`src/rtl/ps2_pkg.sv`:
```
// Shared types and constants for the PS/2 host transmitter and the
// device-to-host receive path.
package ps2_pkg;

  // Host transmitter state machine encoding.
  typedef enum logic [2:0] {
    IDLE      = 3'd0,
    INHIBIT   = 3'd1,
    REQ       = 3'd2,
    WAIT_DEV  = 3'd3,
    SHIFT     = 3'd4,
    ACK_WAIT  = 3'd5,
    LINE_IDLE = 3'd6,
    FINISH    = 3'd7
  } ps2_tx_state_t;

  // Transaction result codes reported on err_code.
  localparam logic [1:0] ERR_OK       = 2'b00;
  localparam logic [1:0] ERR_START_TO = 2'b01;
  localparam logic [1:0] ERR_PKT_TO   = 2'b10;
  localparam logic [1:0] ERR_NACK     = 2'b11;

  // Common device commands.
  localparam logic [7:0] CMD_RESET  = 8'hFF;
  localparam logic [7:0] CMD_ENABLE = 8'hF4;

  // Index of the last bit presented by the host (stop bit) plus one.
  localparam logic [3:0] FRAME_END_IDX = 4'd10;

  // Converts a duration in microseconds to a number of clk cycles.
  // The product is formed in 64 bits so large clock rates cannot overflow
  // before the result is narrowed.
  function automatic int unsigned us2cycles(input int unsigned clk_hz,
                                            input int unsigned us);
    longint unsigned l_cycles;
    l_cycles = 64'(clk_hz / 32'd1_000_000) * 64'(us);
    return l_cycles[31:0];
  endfunction

  // Largest of three cycle constants; sizes the shared timeout counter.
  function automatic int unsigned max3(input int unsigned a,
                                       input int unsigned b,
                                       input int unsigned c);
    int unsigned m;
    m = a;
    if (b > m) m = b;
    if (c > m) m = c;
    return m;
  endfunction

endpackage

```
`src/rtl/ps2_sync_edge.sv`:
```
// Two-flop synchronizer for the raw PS/2 clock and data pins plus a
// falling-edge detector on the synchronized clock. Shared with the receiver.
module ps2_sync_edge (
  input  logic i_clk,
  input  logic i_rst,       // synchronous, active-low
  input  logic i_ps2_clk,
  input  logic i_ps2_data,
  output logic o_clk_s,
  output logic o_data_s,
  output logic o_clk_fe
);

  logic r_clk_s1;
  logic r_clk_s2;
  logic r_clk_s3;
  logic r_data_s1;
  logic r_data_s2;

  // Synchronizer chains; reset to the idle (released, high) bus level so a
  // reset never produces a spurious falling edge.
  always_ff @(posedge i_clk) begin
    if (!i_rst) begin
      r_clk_s1  <= 1'b1;
      r_clk_s2  <= 1'b1;
      r_clk_s3  <= 1'b1;
      r_data_s1 <= 1'b1;
      r_data_s2 <= 1'b1;
    end else begin
      r_clk_s1  <= i_ps2_clk;
      r_clk_s2  <= r_clk_s1;
      r_clk_s3  <= r_clk_s2;
      r_data_s1 <= i_ps2_data;
      r_data_s2 <= r_data_s1;
    end
  end

  // A falling edge is a 1 followed by a 0 on the synchronized clock; the
  // consumer acts on it at the third clk edge after the pin changed.
  assign o_clk_fe = r_clk_s3 & ~r_clk_s2;
  assign o_clk_s  = r_clk_s2;
  assign o_data_s = r_data_s2;

endmodule

```
`src/rtl/ps2_host_tx.sv`:
```
// PS/2 host-to-device transmitter: inhibits the bus, issues a
// request-to-send, shifts one command byte out on device clock edges and
// reports the device ACK, a NACK or a timeout.
//
// Request handshake: a byte is taken on any clk edge where tx_valid and
// tx_ready are both high; tx_ready is high only in IDLE, so tx_valid held
// while busy is neither taken nor remembered, and tx_data need only be
// stable in the accepting cycle.
module ps2_host_tx
  import ps2_pkg::*;
#(
  parameter int unsigned CLK_FREQ_HZ      = 100_000_000,
  parameter int unsigned INHIBIT_US       = 100,
  parameter int unsigned START_TIMEOUT_US = 15_000,
  parameter int unsigned PKT_TIMEOUT_US   = 2_000
) (
  input  logic       clk,
  input  logic       rst,
  input  logic [7:0] tx_data,
  input  logic       tx_valid,
  output logic       tx_ready,
  output logic       busy,
  output logic       tx_done,
  output logic       tx_err,
  output logic [1:0] err_code,
  input  logic       ps2_clk_i,
  input  logic       ps2_data_i,
  output logic       ps2_clk_oe,
  output logic       ps2_data_oe,
  output logic [2:0] dbg_state
);

  localparam int unsigned N_INH   = us2cycles(CLK_FREQ_HZ, INHIBIT_US);
  localparam int unsigned N_START = us2cycles(CLK_FREQ_HZ, START_TIMEOUT_US);
  localparam int unsigned N_PKT   = us2cycles(CLK_FREQ_HZ, PKT_TIMEOUT_US);
  localparam int unsigned N_MAX   = max3(N_INH, N_START, N_PKT);
  localparam int          CNT_W   = $clog2(N_MAX) + 1;

  // Terminal counts: a phase that starts with cnt=0 and ends when cnt hits
  // N-1 lasts exactly N cycles.
  localparam logic [CNT_W-1:0] INH_LAST   = CNT_W'(N_INH - 1);
  localparam logic [CNT_W-1:0] START_LAST = CNT_W'(N_START - 1);
  localparam logic [CNT_W-1:0] PKT_LAST   = CNT_W'(N_PKT - 1);
  localparam logic [CNT_W-1:0] CNT_ONE    = CNT_W'(1);

  ps2_tx_state_t    r_state;
  ps2_tx_state_t    w_state_nxt;
  logic [CNT_W-1:0] r_cnt;
  logic [CNT_W-1:0] w_cnt_nxt;
  logic [3:0]       r_idx;
  logic [3:0]       w_idx_nxt;
  logic [9:0]       r_frame;      // {stop, parity, d7..d0}
  logic [9:0]       w_frame_nxt;
  logic [1:0]       r_err;
  logic [1:0]       w_err_nxt;
  logic             r_clk_oe;
  logic             w_clk_oe_nxt;
  logic             r_data_oe;
  logic             w_data_oe_nxt;

  logic             w_clk_s;
  logic             w_data_s;
  logic             w_clk_fe;

  ps2_sync_edge u_sync (
    .i_clk      (clk),
    .i_rst      (rst),
    .i_ps2_clk  (ps2_clk_i),
    .i_ps2_data (ps2_data_i),
    .o_clk_s    (w_clk_s),
    .o_data_s   (w_data_s),
    .o_clk_fe   (w_clk_fe)
  );

  // State, counters, latched frame, result code and registered line enables.
  always_ff @(posedge clk) begin
    if (!rst) begin
      r_state   <= IDLE;
      r_cnt     <= '0;
      r_idx     <= '0;
      r_frame   <= '0;
      r_err     <= ERR_OK;
      r_clk_oe  <= 1'b0;
      r_data_oe <= 1'b0;
    end else begin
      r_state   <= w_state_nxt;
      r_cnt     <= w_cnt_nxt;
      r_idx     <= w_idx_nxt;
      r_frame   <= w_frame_nxt;
      r_err     <= w_err_nxt;
      r_clk_oe  <= w_clk_oe_nxt;
      r_data_oe <= w_data_oe_nxt;
    end
  end

  // Next-state logic; the line enables are derived from the next state so
  // they change on the same edge as the state and never glitch.
  always_comb begin
    w_state_nxt   = r_state;
    w_cnt_nxt     = r_cnt;
    w_idx_nxt     = r_idx;
    w_frame_nxt   = r_frame;
    w_err_nxt     = r_err;
    w_data_oe_nxt = r_data_oe;

    unique case (r_state)
      IDLE: begin
        w_cnt_nxt = '0;
        w_idx_nxt = '0;
        if (tx_valid) begin
          w_frame_nxt = {1'b1, ~^tx_data, tx_data};
          w_err_nxt   = ERR_OK;
          w_state_nxt = INHIBIT;
        end
      end

      INHIBIT: begin
        if (r_cnt == INH_LAST) begin
          w_cnt_nxt   = '0;
          w_state_nxt = REQ;
        end else begin
          w_cnt_nxt = r_cnt + CNT_ONE;
        end
      end

      REQ: begin
        w_cnt_nxt   = '0;
        w_state_nxt = WAIT_DEV;
      end

      WAIT_DEV: begin
        if (r_cnt == START_LAST) begin
          w_err_nxt   = ERR_START_TO;
          w_state_nxt = FINISH;
        end else if (w_clk_fe) begin
          w_data_oe_nxt = ~r_frame[0];
          w_idx_nxt     = 4'd1;
          w_cnt_nxt     = '0;
          w_state_nxt   = SHIFT;
        end else begin
          w_cnt_nxt = r_cnt + CNT_ONE;
        end
      end

      // The packet timer keeps running across SHIFT, ACK_WAIT and LINE_IDLE
      // and wins over a falling edge in the same cycle.
      SHIFT: begin
        if (r_cnt == PKT_LAST) begin
          w_err_nxt   = ERR_PKT_TO;
          w_state_nxt = FINISH;
        end else begin
          w_cnt_nxt = r_cnt + CNT_ONE;
          if (w_clk_fe) begin
            if (r_idx == FRAME_END_IDX) begin
              w_state_nxt = ACK_WAIT;
            end else begin
              w_data_oe_nxt = ~r_frame[r_idx];
              w_idx_nxt     = r_idx + 4'd1;
            end
          end
        end
      end

      ACK_WAIT: begin
        if (r_cnt == PKT_LAST) begin
          w_err_nxt   = ERR_PKT_TO;
          w_state_nxt = FINISH;
        end else begin
          w_cnt_nxt = r_cnt + CNT_ONE;
          if (w_clk_fe) begin
            if (!w_data_s) begin
              w_state_nxt = LINE_IDLE;
            end else begin
              w_err_nxt   = ERR_NACK;
              w_state_nxt = FINISH;
            end
          end
        end
      end

      LINE_IDLE: begin
        if (r_cnt == PKT_LAST) begin
          w_err_nxt   = ERR_PKT_TO;
          w_state_nxt = FINISH;
        end else begin
          w_cnt_nxt = r_cnt + CNT_ONE;
          if (w_clk_s && w_data_s) begin
            w_state_nxt = FINISH;
          end
        end
      end

      FINISH: begin
        w_cnt_nxt   = '0;
        w_idx_nxt   = '0;
        w_state_nxt = IDLE;
      end

      default: begin
        w_state_nxt = IDLE;
      end
    endcase

    // Clock is pulled low only while inhibiting and requesting.
    w_clk_oe_nxt = (w_state_nxt == INHIBIT) || (w_state_nxt == REQ);

    // Data is held low for the start bit from REQ on, follows the frame in
    // SHIFT, and is released everywhere the device or the idle bus owns it.
    if (w_state_nxt == REQ) begin
      w_data_oe_nxt = 1'b1;
    end else if ((w_state_nxt == IDLE) || (w_state_nxt == INHIBIT) ||
                 (w_state_nxt == FINISH) || (w_state_nxt == ACK_WAIT) ||
                 (w_state_nxt == LINE_IDLE)) begin
      w_data_oe_nxt = 1'b0;
    end
  end

  // Status decode from the registered state.
  always_comb begin
    tx_ready = (r_state == IDLE);
    busy     = (r_state != IDLE);
    tx_done  = (r_state == FINISH);
    tx_err   = (r_state == FINISH) && (r_err != ERR_OK);
  end

  assign err_code    = r_err;
  assign ps2_clk_oe  = r_clk_oe;
  assign ps2_data_oe = r_data_oe;
  assign dbg_state   = r_state;

endmodule

```
`config.mk`:
```
export PLATFORM = sky130hd
export DESIGN_NAME = ps2_host_tx
export DESIGN_NICKNAME = d
export VERILOG_FILES = /design/src/rtl/ps2_pkg.sv /design/src/rtl/ps2_sync_edge.sv /design/src/rtl/ps2_host_tx.sv
export SDC_FILE = /design/constraint.sdc
export NUM_CORES = 1
export LEC_CHECK = 0
export BUFFER_PORTS_ARGS = -buffer_cell sky130_fd_sc_hd__buf_2
export CAP_MARGIN = 20
export CORE_MARGIN = 5
export CORE_UTILIZATION = 45
export CTS_BUF_LIST = sky130_fd_sc_hd__clkbuf_4 sky130_fd_sc_hd__clkbuf_8
export DETAILED_ROUTE_END_ITERATION = 16
export PLACE_DENSITY_LB_ADDON = 0.15
export SKIP_LAST_GASP = 1
export SLEW_MARGIN = 40
export SYNTH_ARGS = -nofsm -noshare
export SYNTH_HDL_FRONTEND = slang
export SYNTH_HIERARCHICAL = 1
export SYNTH_SLANG_ARGS = --single-unit
```
`constraint.sdc`:
```
create_clock -name clk -period 3.45 [get_ports clk]
set_input_delay 0.69 -clock clk [delete_from_list [all_inputs] [get_ports clk]]
set_output_delay 0.69 -clock clk [all_outputs]
set_load 0.005 [all_outputs]
```
==> results.yml <==
final_layout:
  multi_input_comb_area_um2: 1580
  antennaDiodeCount: 0
  seqCellArea_um2: 961
  area_growth_pct: 10.5
  nets: 365
  drive_gt1_share_pct: 13.4
  fillers: 577
clock_network:
  clk_pin_slew_ns: 0.09
  numCtsBuffers: 5
  cts_setup_buffers: 0
  clkSinkCount: 48
  cts_repair_resize_count: 0
  cts_root_buf: "clkbuf_8"
  clock_latency_ns: 0.30
  cts_tree: "yes"
  hold_buffers: 0
  h-tree-depth: 2
  clockBufferDepth: 2
status:
  outcome: "complete, no violations"
worst_setup_path:
  crit_fanout: 8
  worst_path_largest_cell_delay_ns: 0.65
  cp_slowest_cell: "or4_1"
  critPathKind: "flip-flop to flip-flop"
  end_kind: "flip-flop"
  critical_path_arrival_ns: 2.74
  start_kind: "flip-flop"
  crit_chain: "or3b_1, or3_4, or4_1, a211o_1, and4_4, o22ai_2"
  crit_required_ns: 3.67
timing:
  setup_tns_ns: 0
  hold_violations: 0
  rsz0062_at_grt: "no"
  skew_ns: 0.00597
  relSlewSlack_pct: 53.7
  min_period_ns: 2.51
  tightest_slew_ns: 0.693
  setup_viol: 0
  fmax_mhz: 398
  slew_violations: 0
  period_share_pct: 72.8
route:
  route.top_layer_used: "met4"
  vias_per_cell: 5.68
  ant_nets: 0
  met3_length_um: 258
  routed_wl_mm: 6.10
  met1_length_mm: 3.03
  first_pass_iters: 4
  wl_met2_mm: 2.76
  vias: 2397
  avgRoutedWirePerCell_um: 14.5
  drtIter0Drc: 167
  route.detailed.drc: 0
placement:
  hpwl_mm: 4.44
  port-buffer-count: 23
  place.gp.congestion: 0.828
floorplanning:
  fp.dieH_um: 86.6
  core_um2: 5610
  start_util_pct: 47.1
  die_x_um: 86.6
  boundaryPins: 24
  rows: 27
  design.die.area_um2: 7500
synth:
  ys.flop_type: "dfxtp_1"
  synth_area_leader_cell: "dfxtp_1"
  syn_area_um2: 2640
  synthCells: 332
  synthTopCellsByArea: "dfxtp_1 36%, xnor2_1 7.0%, nor2_1 6.7%"
  synth_most_common_cell: "dfxtp_1"
  synth_top_area_share_pct: 36.4
  ys_seq_elements: 48
  synth_area_per_cell_um2: 7.95
  synthDistinctLibCells: 54
  synth_common_cells: "48 x dfxtp_1, 47 x nor2_1, 38 x nand2_1"
  yosys_warnings: 6
  synthesis.nets: 348
  async_flop_share_pct: 0
  synth_edf_count: 0
  ys_seq_area_share_pct: 36.4
global_route:
  first_global_vias: 2190
  grt_pass1_wl_mm: 10.4
  track_usage_pct: 17.0
  antenna_found_initial: 0
  gr-total-overflow: 0
  grt_max_degree: 23
power:
  total_power_mw: 1.08
  powerDensity_nw_per_um2: 371
  ir_drop_mv: 0.186
  p_leak_nw: 1.03
job:
  cap_violations: 0
hold_path:
  hp-class: "flip-flop to flip-flop"
state kept, by name, summed over array words and instances, names as in the netlist:
signal,flops
r_idx,4
u_sync/r_clk_s1,1
u_sync/r_data_s1,1
u_sync/o_clk_s,1
u_sync/o_data_s,1
r_cnt,22
r_frame,10
dbg_state,3
ps2_data_oe,1
u_sync/r_clk_s3,1
ps2_clk_oe,1
err_code,2
worst paths after layout:
kind	endpoint	slack, ns	startpoint	cells after the start
max reg2reg	ps2_clk_oe	0.94	r_cnt[12]	6
min reg2reg	u_sync/o_data_s	0.42	u_sync/r_data_s1	1
max	ps2_clk_oe	0.94	r_cnt[12]	6
min	u_sync/o_data_s	0.42	u_sync/r_data_s1	1
power breakdown:
group          switching [mW]  internal, mW  leakage [nW]  total [mW]
registers              0.0129         0.569         0.390       0.582
clock network           0.183         0.223        0.0586       0.406
logic                  0.0517        0.0427         0.581      0.0944
total                   0.248         0.835          1.03        1.08
routing by layer:
| layer | global-route usage (%) | vias to the layer above |
|---|---|---|
| met5 | 0 | - |
| met4 | 4.25 | 0 |
| met3 | 3.80 | 6 |
| met2 | 26.1 | 51 |
| met1 | 24.0 | 1136 |
| li1 | - | 1204 |
critical path: cells and delay by family, from the launching register on:
family	cells	cell delay (ns)
flip-flops	1	0.39
AO/OA/AOI/OAI	2	0.40
AND/OR/NAND/NOR	4	1.64
layout by cell type (no fill, tap or decap), types with 4 or more instances in the layout:
cell type	instances
inv_1	7
nand2_1	38
o21ai_0	6
xnor2_1	21
dfxtp_1	48
nand4_1	8
nor4_1	5
nor2_1	47
and4_1	6
buf_4	5
nor3_1	15
buf_2	23
nand3_1	10
xor2_1	4
or4_1	4
nand2b_1	8
and3_1	6
clkbuf_8	5
mux2i_1	8
a21oi_1	22
layout make-up:
class | count | area share [%]
Clock buffer | 6 | 2.62
Timing Repair Buffer | 28 | 5.23
Multi-Input combinational cell | 259 | 54.0
Tap cell | 72 | 3.09
Inverter | 7 | 0.901
Clock inverter | 2 | 1.20
Sequential cell | 48 | 32.9
kinds of logic (layout without fill, tap and decap cells):
family / count (synthesis) / count (layout) / share of synthesized area, %
AO/OA/AOI/OAI: 52 / 52 / 13.1
buffers and inverters: 25 / 43 / 4.22
adder cells (fa/ha/maj): 3 / 3 / 1.42
XOR/XNOR: 25 / 25 / 8.29
flip-flops: 48 / 48 / 36.4
AND/OR/NAND/NOR: 171 / 171 / 33.6
multiplexers: 8 / 8 / 3.03
per-stage QoR:
step	instances	area, um2	util, %	hold slack [ns]	worst slack (ns)
6_report	422	2920	52.0	0.418	0.937
2_1_floorplan	332	2640	-	0.386	1.00
4_1_cts	422	2920	52.0	0.423	0.944
3_5_place_dp	414	2810	50.0	0.399	0.980
3_3_place_gp	414	2810	50.0	0.396	1.02
5_1_grt	422	2920	52.0	0.439	0.888
Note: power is estimated with default switching activity, not from simulation.
